$ cat src/rtl/plab5_mcore_net_to_mem_resp_queue_pkg.sv
// Shared widths and message-layout helpers for the core-side memory response receive stage.
// Field layouts: net msg = {dest, src, net_opaque, payload}; mem resp = {type, opaque, len, data}.
package plab5_mcore_net_to_mem_resp_queue_pkg;

    localparam int MEM_TYPE_NBITS = 3;
    localparam int ERR_CNT_NBITS  = 8;
    localparam logic [ERR_CNT_NBITS-1:0] ERR_CNT_MAX = '1;

    function automatic int mem_len_nbits(input int md);
        return $clog2(md / 8);
    endfunction

    function automatic int mem_resp_nbits(input int mo, input int md);
        return MEM_TYPE_NBITS + mo + mem_len_nbits(md) + md;
    endfunction

    function automatic int net_nbits(input int np, input int no, input int ns);
        return np + no + 2 * ns;
    endfunction

endpackage

$ cat src/rtl/plab5_mcore_net_to_mem_resp_queue_if.sv
// Network-side and core-side val/rdy bundle of the memory response receive stage.
// A transfer happens on a rising edge where val and rdy are both 1; val never waits on rdy.
interface plab5_mcore_net_to_mem_resp_queue_if
    import plab5_mcore_net_to_mem_resp_queue_pkg::*;
#(
    parameter int NP    = mem_resp_nbits(8, 32),
    parameter int NS    = 3,
    parameter int NET_W = net_nbits(NP, 4, NS)
);
    logic [NET_W-1:0] in_msg;
    logic             in_val;
    logic             in_rdy;
    logic [NP-1:0]    out_msg;
    logic [NS-1:0]    out_src;
    logic             out_val;
    logic             out_rdy;

    modport slave (
        input  in_msg, in_val, out_rdy,
        output in_rdy, out_msg, out_src, out_val
    );

    modport master (
        output in_msg, in_val, out_rdy,
        input  in_rdy, out_msg, out_src, out_val
    );
endinterface

$ cat src/rtl/plab5_mcore_resp_queue2.sv
// Generic 2-entry normal (no bypass) val/rdy queue; enq_rdy depends only on the stored count.
module plab5_mcore_resp_queue2 #(
    parameter int p_msg_nbits = 48
) (
    input  logic                   clk,
    input  logic                   rst_n,
    input  logic                   i_enq_val,
    input  logic [p_msg_nbits-1:0] i_enq_msg,
    output logic                   o_enq_rdy,
    output logic                   o_deq_val,
    output logic [p_msg_nbits-1:0] o_deq_msg,
    input  logic                   i_deq_rdy
);
    logic [p_msg_nbits-1:0] r_data [2];
    logic                   r_enq_ptr;
    logic                   r_deq_ptr;
    logic [1:0]             r_count;
    logic                   w_enq;
    logic                   w_deq;

    // A full queue refuses input even when it drains this cycle, so no rdy path from deq side.
    assign o_enq_rdy = (r_count != 2'd2);
    assign o_deq_val = (r_count != 2'd0);
    assign o_deq_msg = r_data[r_deq_ptr];
    assign w_enq     = i_enq_val & o_enq_rdy;
    assign w_deq     = o_deq_val & i_deq_rdy;

    always_ff @(posedge clk or negedge rst_n) begin
        if (!rst_n) begin
            r_enq_ptr <= 1'b0;
            r_deq_ptr <= 1'b0;
            r_count   <= 2'd0;
        end else begin
            if (w_enq) r_enq_ptr <= ~r_enq_ptr;
            if (w_deq) r_deq_ptr <= ~r_deq_ptr;
            case ({w_enq, w_deq})
                2'b10:   r_count <= r_count + 2'd1;
                2'b01:   r_count <= r_count - 2'd1;
                default: r_count <= r_count;
            endcase
        end
    end

    always_ff @(posedge clk) begin
        if (w_enq) r_data[r_enq_ptr] <= i_enq_msg;
    end
endmodule

$ cat src/rtl/plab5_mcore_net_to_mem_resp_queue.sv
// Core-side receive stage: strips the network header, restores the core-local opaque bits and
// queues memory responses for the core. Optional dest check: PLAB5_MCORE_NET_DEST_CHECK_EN.
module plab5_mcore_net_to_mem_resp_queue
    import plab5_mcore_net_to_mem_resp_queue_pkg::*;
#(
    parameter int p_net_dest          = 0,
    parameter int p_mem_opaque_nbits  = 8,
    parameter int p_mem_data_nbits    = 32,
    parameter int p_net_opaque_nbits  = 4,
    parameter int p_net_srcdest_nbits = 3
) (
    input  logic                     clk,
    input  logic                     reset_n,
    plab5_mcore_net_to_mem_resp_queue_if.slave io,
    output logic                     err_flag,
    output logic [ERR_CNT_NBITS-1:0] err_count
);
    localparam int MO            = p_mem_opaque_nbits;
    localparam int MD            = p_mem_data_nbits;
    localparam int NO            = p_net_opaque_nbits;
    localparam int NS            = p_net_srcdest_nbits;
    localparam int LEN_NB        = mem_len_nbits(MD);
    localparam int NP            = mem_resp_nbits(MO, MD);
    localparam int OPQ_CLR_NBITS = NS;
    localparam logic [NS-1:0] DEST_ID = p_net_dest[NS-1:0];

    logic [NS-1:0]             w_dest;
    logic [NS-1:0]             w_src;
    logic [NP-1:0]             w_payload;
    logic [MEM_TYPE_NBITS-1:0] w_type;
    logic [MO-1:0]             w_opaque;
    logic [MO-1:0]             w_opaque_clr;
    logic [LEN_NB-1:0]         w_len;
    logic [MD-1:0]             w_data;
    logic [NP-1:0]             w_resp;
    logic [NP+NS-1:0]          w_deq_msg;
    logic                      w_accept;
    logic                      w_unused_bits;

    assign w_payload = io.in_msg[NP-1:0];
    assign w_src     = io.in_msg[NP+NO +: NS];
    assign w_dest    = io.in_msg[NP+NO+NS +: NS];

    assign w_data    = w_payload[MD-1:0];
    assign w_len     = w_payload[MD +: LEN_NB];
    assign w_opaque  = w_payload[MD+LEN_NB +: MO];
    assign w_type    = w_payload[MD+LEN_NB+MO +: MEM_TYPE_NBITS];

    // The request side stashed the bank id in the top opaque bits; the core never set them.
    assign w_opaque_clr = {{OPQ_CLR_NBITS{1'b0}}, w_opaque[MO-OPQ_CLR_NBITS-1:0]};
    assign w_resp       = {w_type, w_opaque_clr, w_len, w_data};

    plab5_mcore_resp_queue2 #(
        .p_msg_nbits (NP + NS)
    ) u_queue (
        .clk       (clk),
        .rst_n     (reset_n),
        .i_enq_val (io.in_val & w_accept),
        .i_enq_msg ({w_resp, w_src}),
        .o_enq_rdy (io.in_rdy),
        .o_deq_val (io.out_val),
        .o_deq_msg (w_deq_msg),
        .i_deq_rdy (io.out_rdy)
    );

    assign io.out_msg = w_deq_msg[NP+NS-1:NS];
    assign io.out_src = w_deq_msg[NS-1:0];

`ifdef PLAB5_MCORE_NET_DEST_CHECK_EN
    logic                     w_dest_ok;
    logic                     w_fire;
    logic                     r_err_flag;
    logic [ERR_CNT_NBITS-1:0] r_err_count;

    // Misrouted messages still complete the handshake so they cannot wedge the network.
    assign w_dest_ok = (w_dest == DEST_ID);
    assign w_accept  = w_dest_ok;
    assign w_fire    = io.in_val & io.in_rdy;

    always_ff @(posedge clk or negedge reset_n) begin
        if (!reset_n) begin
            r_err_flag  <= 1'b0;
            r_err_count <= '0;
        end else if (w_fire && !w_dest_ok) begin
            r_err_flag <= 1'b1;
            if (r_err_count != ERR_CNT_MAX) r_err_count <= r_err_count + 8'd1;
        end
    end

    assign err_flag      = r_err_flag;
    assign err_count     = r_err_count;
    assign w_unused_bits = ^io.in_msg[NP +: NO];
`else
    assign w_accept      = 1'b1;
    assign err_flag      = 1'b0;
    assign err_count     = '0;
    assign w_unused_bits = ^{io.in_msg[NP +: NO], w_dest ^ DEST_ID};
`endif
endmodule
$ cat src/flat_wrapper.sv
// flat-port wrapper written by rule: the top's interface ports become plain ports
module plab5_mcore_net_to_mem_resp_queue_flat import plab5_mcore_net_to_mem_resp_queue_pkg::*;
#(
    parameter int p_net_dest          = 0,
    parameter int p_mem_opaque_nbits  = 8,
    parameter int p_mem_data_nbits    = 32,
    parameter int p_net_opaque_nbits  = 4,
    parameter int p_net_srcdest_nbits = 3
)
  (clk, reset_n, err_flag, err_count, io_in_msg, io_in_val, io_out_rdy, io_in_rdy, io_out_msg, io_out_src, io_out_val);
  plab5_mcore_net_to_mem_resp_queue_if io_i ();
  input  logic clk;
  input  logic reset_n;
  output logic err_flag;
  output logic [ERR_CNT_NBITS-1:0] err_count;
  input wire logic [$bits(io_i.in_msg)-1:0] io_in_msg;
  input wire logic [$bits(io_i.in_val)-1:0] io_in_val;
  input wire logic [$bits(io_i.out_rdy)-1:0] io_out_rdy;
  output wire logic [$bits(io_i.in_rdy)-1:0] io_in_rdy;
  output wire logic [$bits(io_i.out_msg)-1:0] io_out_msg;
  output wire logic [$bits(io_i.out_src)-1:0] io_out_src;
  output wire logic [$bits(io_i.out_val)-1:0] io_out_val;
  assign io_i.in_msg = io_in_msg;
  assign io_i.in_val = io_in_val;
  assign io_i.out_rdy = io_out_rdy;
  assign io_in_rdy = io_i.in_rdy;
  assign io_out_msg = io_i.out_msg;
  assign io_out_src = io_i.out_src;
  assign io_out_val = io_i.out_val;
  plab5_mcore_net_to_mem_resp_queue #(.p_net_dest(p_net_dest), .p_mem_opaque_nbits(p_mem_opaque_nbits), .p_mem_data_nbits(p_mem_data_nbits), .p_net_opaque_nbits(p_net_opaque_nbits), .p_net_srcdest_nbits(p_net_srcdest_nbits)) u_core (.clk(clk), .reset_n(reset_n), .io(io_i), .err_flag(err_flag), .err_count(err_count));
endmodule
$ cat config.mk
export PLATFORM = sky130hd
export DESIGN_NAME = plab5_mcore_net_to_mem_resp_queue_flat
export DESIGN_NICKNAME = d
export VERILOG_FILES = /design/src/rtl/plab5_mcore_net_to_mem_resp_queue_pkg.sv /design/src/rtl/plab5_mcore_net_to_mem_resp_queue_if.sv /design/src/rtl/plab5_mcore_resp_queue2.sv /design/src/rtl/plab5_mcore_net_to_mem_resp_queue.sv /design/src/flat_wrapper.sv
export SDC_FILE = /design/constraint.sdc
export NUM_CORES = 1
export LEC_CHECK = 0
export BUFFER_PORTS_ARGS = -buffer_cell sky130_fd_sc_hd__buf_2
export CORE_MARGIN = 1
export CORE_UTILIZATION = 52
export CTS_BUF_LIST = sky130_fd_sc_hd__clkbuf_4
export DETAILED_ROUTE_END_ITERATION = 10
export PLACE_DENSITY = 0.85
export SLEW_MARGIN = 20
export SYNTH_ARGS = -nofsm -noshare
export SYNTH_HDL_FRONTEND = slang
export SYNTH_SLANG_ARGS = --single-unit
export TNS_END_PERCENT = 50
$ cat constraint.sdc
create_clock -name clk -period 3.75 [get_ports clk]
set_clock_uncertainty 0.15 [all_clocks]
set_input_delay 0 -clock clk [delete_from_list [all_inputs] [get_ports clk]]
set_output_delay 0 -clock clk [all_outputs]
set_load 0.05 [all_outputs]
==> metrics.md <==
| Metric | Value |
|---|---|
| Yosys top cell area share | 0.7603 |
| Final net count | 381 |
| Count of input and output buffers | 95 |
| Die Wd | 84.68 µm |
| Clock-pin slew on the worst setup and hold paths | 150 ps |
| Worst Tran Pin Value | 1069 ps |
| Cell Chain, Critical Path | mux2_2 > buf_2 |
| CP top delay family | flip-flops |
| Dominant cells by area after synthesis | edfxtp_1 (76%), mux2_2 (14%), dfrtp_1 (2.8%) |
| HP Start | io_in_msg[32] |
| Worst skew pair latency | 420 ps |
| Setup TNS Final | 0 ps |
| EDFF count, synth | 90 |
| Wirelength per Cell | 17.08 µm |
| Avg Cell Area, Syn | 20.91 µm² |
| Maxcap violations | 0 |
| Synthesis Warnings | 0 |
| TritonRoute pass-1 iters | 9 |
| Worst path bufs/invs | 1 |
| Initial antenna violation count | 0 |
| Power Density | 838.7 mW/mm² |
| Min Hold Slack | 125.6 ps |
| Switching Power | 1694 µW |
| Critical path type | register to output port |
| Clk pwr share | 0.171 |
| Hold Crit Class | primary input to register |
| Violated checks | design-rule violations |
| Fraction of final layout cells sized beyond drive strength 1 | 0.4939 |
| CP Capture Type | output port |
| Design internal power | 2268 µW |
| Leak | 0.001827 µW |
| Critical Path Fanout Max | 46 |
| Wire length of the first global-routing pass | 10780 µm |
| Core Area | 0.006459 mm² |
| Post_cts resized | 0 |
| Req. time, crit path | 3600 ps |
| Die area | 0.007171 mm² |
| Fin. max-slew vios | 0 |
| Die height | 84.68 µm |
| Clk root buf | clkbuf_4 |
| Post-Synthesis Cells | 170 |
| Vias | 2038 |
| Critical R2R Launch | u_core.u_queue.r_count[0] |
| Global-route usage over all layers | 0.2050 |
| H-tree depth | 3 |
| Commonest cells in the netlist | edfxtp_1 (90), mux2_2 (45), buf_4 (12) |
| Hold Path End | u_core.u_queue.r_data[0][35] |
| Status | complete, but fails checks |
| Antenna Nets Post-Route | 0 |
| Final setup violating endpoints | 0 |
| Hold depth | 2 |
| Slew HR | 0.2876 |
| Placed instance area | 0.004046 mm² |
| Logic gate share of total power | 0.422 |
| Worst reg-to-reg path cell count | 4 |
| Final instance area | 0.004725 mm² |
| Final min period | 2341 ps |
| Via/cell ratio | 5.057 |
| Placed wire-length estimate | 3673 µm |
| Largest net degree at the start of global routing | 47 |
| Yosys cell types | 15 |
| RePlAce Congestion | 0.6415 |
| CTS Buffer Depth | 2 |
| Number of global-route vias before repair | 2282 |
| Arrival time at the worst endpoint | 2190 ps |
| DRC viols | 2 |
| I/O Pins | 118 |
| Final critical-path share of the clock period | 0.6243 |
| Unrepaired setup endpoints after global routing | false |
| Maximum clock frequency | 427.2 MHz |
| Critical R2R Capture | u_core.u_queue.r_data[0][26] |
| CP Depth | 2 |
| Critical path's slowest cell | dfrtp_2 |
| Num CTS Buffers | 9 |
| Sequential share of power | 0.407 |
| Dominant cell by count in the synthesized netlist | edfxtp_1 |
| Routed wire length | 6883 µm |
| CTS sink count | 94 |
| TritonCTS clock tree | done |
| Synth Cell Area | 0.003555 mm² |
| Ant diodes | 0 |
| Largest stage delay on the critical path | 1100 ps |
| Primary FF master, synth | edfxtp_1 |
| Reg2reg setup slack | 1600 ps |
| Register area share after synthesis | 0.7885 |
| Row Count | 29 |
| Sw Share | 0.4276 |
| Fin. Hold Viols | 0 |
| GRT overflow | 0 |
| FFs w/ async S/R, synth | 0.04255 |
| Synthesis-stage register bit count | 94 |
| Area Growth Syn to Fin | 32.91% |
| Leading area contributor after synthesis | edfxtp_1 |
| Initial DRC count | 92 |
| Peak supply drop | 0.7237 mV |
| Critical Path Start Type | register |
| Starting Density | 0.5504 |
==> flip-flops by register name, indices dropped and copies added (netlist names) <==
name	cells
u_core.u_queue.r_count	2
u_core.u_queue.r_data	90
u_core.u_queue.r_deq_ptr	1
u_core.u_queue.r_enq_ptr	1
==> metal layers <==
| metal | vias to the layer above | global-route usage | routed length, µm |
|---|---|---|---|
| met5 | - | 0 | 0 |
| met4 | 0 | 0.09399 | 106 |
| met3 | 13 | 0.05408 | 447 |
| met2 | 92 | 0.3732 | 3746 |
| met1 | 997 | 0.2236 | 2582 |
| li1 | 936 | - | - |
==> cell type report <==
class	instances	area, µm²
Clock buffer	9	67.56
Tap cell	77	96.34
Clock inverter	7	120.1
Timing Repair Buffer	146	980.9
Fill cell	396	1734
Sequential cell	94	2804
Multi-Input combinational cell	70	655.6
==> placed cells by master (no fill, tap or decap) <==
master	instances
and2_4	1
and3_2	1
buf_2	95
buf_4	2
bufinv_16	3
clkbuf_4	9
clkinv_1	1
clkinv_4	1
conb_1	12
dfrtp_1	3
dfrtp_2	1
dlygate4sd3_1	49
edfxtp_1	90
ha_1	1
inv_6	2
mux2_2	45
nand2_1	1
nand2b_1	1
nor2_1	1
nor2_4	1
or2_1	1
xnor2_1	3
xor2_1	2
==> cells by family (layout without fill, tap and decap cells) <==
kind of cell             Yosys count  after routing  synth area share
XOR/XNOR                           5              5           0.01232
buffers and inverters             17            162           0.04118
adder cells (fa/ha/maj)            1              1          0.003519
other                              1             12          0.001055
flip-flops                        94             94            0.7885
multiplexers                      45             45            0.1426
AND/OR/NAND/NOR                    7              7           0.01092
==> power by group through the flow <==
stage / clock network (µW) / logic (µW) / registers, µW
2_1_floorplan: 0 / 1430 / 1510
3_3_place_gp: 0 / 1600 / 1610
3_5_place_dp: 0 / 1620 / 1630
4_1_cts: 689 / 1660 / 1600
5_1_grt: 734 / 1740 / 1630
6_report: 679 / 1670 / 1610
==> worst max path at each step <==
stage                                   endpoint                 startpoint
finish                            io_out_msg[37]   u_core.u_queue.r_deq_ptr
floorplan            u_core.u_queue.r_data[0][0]  u_core.u_queue.r_count[0]
global route                      io_out_msg[37]   u_core.u_queue.r_deq_ptr
detailed placement  u_core.u_queue.r_data[0][31]  u_core.u_queue.r_count[0]
global placement    u_core.u_queue.r_data[1][24]  u_core.u_queue.r_count[0]
CTS                               io_out_msg[10]   u_core.u_queue.r_deq_ptr
==> repair_timing <==
item,in CTS,in global routing
hold buffers,49,0
setup buffers,0,0
endpoints found under the hold margin,97,0
==> per-stage QoR <==
| stage | std cells | total power (µW) | utilization | setup WS [ps] |
|---|---|---|---|---|
| after global routing | 403 | 4113 | 0.7315 | 1302 |
| after global placement | 338 | 3214 | 0.6265 | 1717 |
| after floorplan | 181 | 2947 | - | 180.8 |
| final | 403 | 3963 | 0.7315 | 1409 |
| after detailed placement | 338 | 3246 | 0.6265 | 1696 |
| after CTS | 403 | 3954 | 0.7315 | 1391 |
Power figures use the tool's default switching activity.
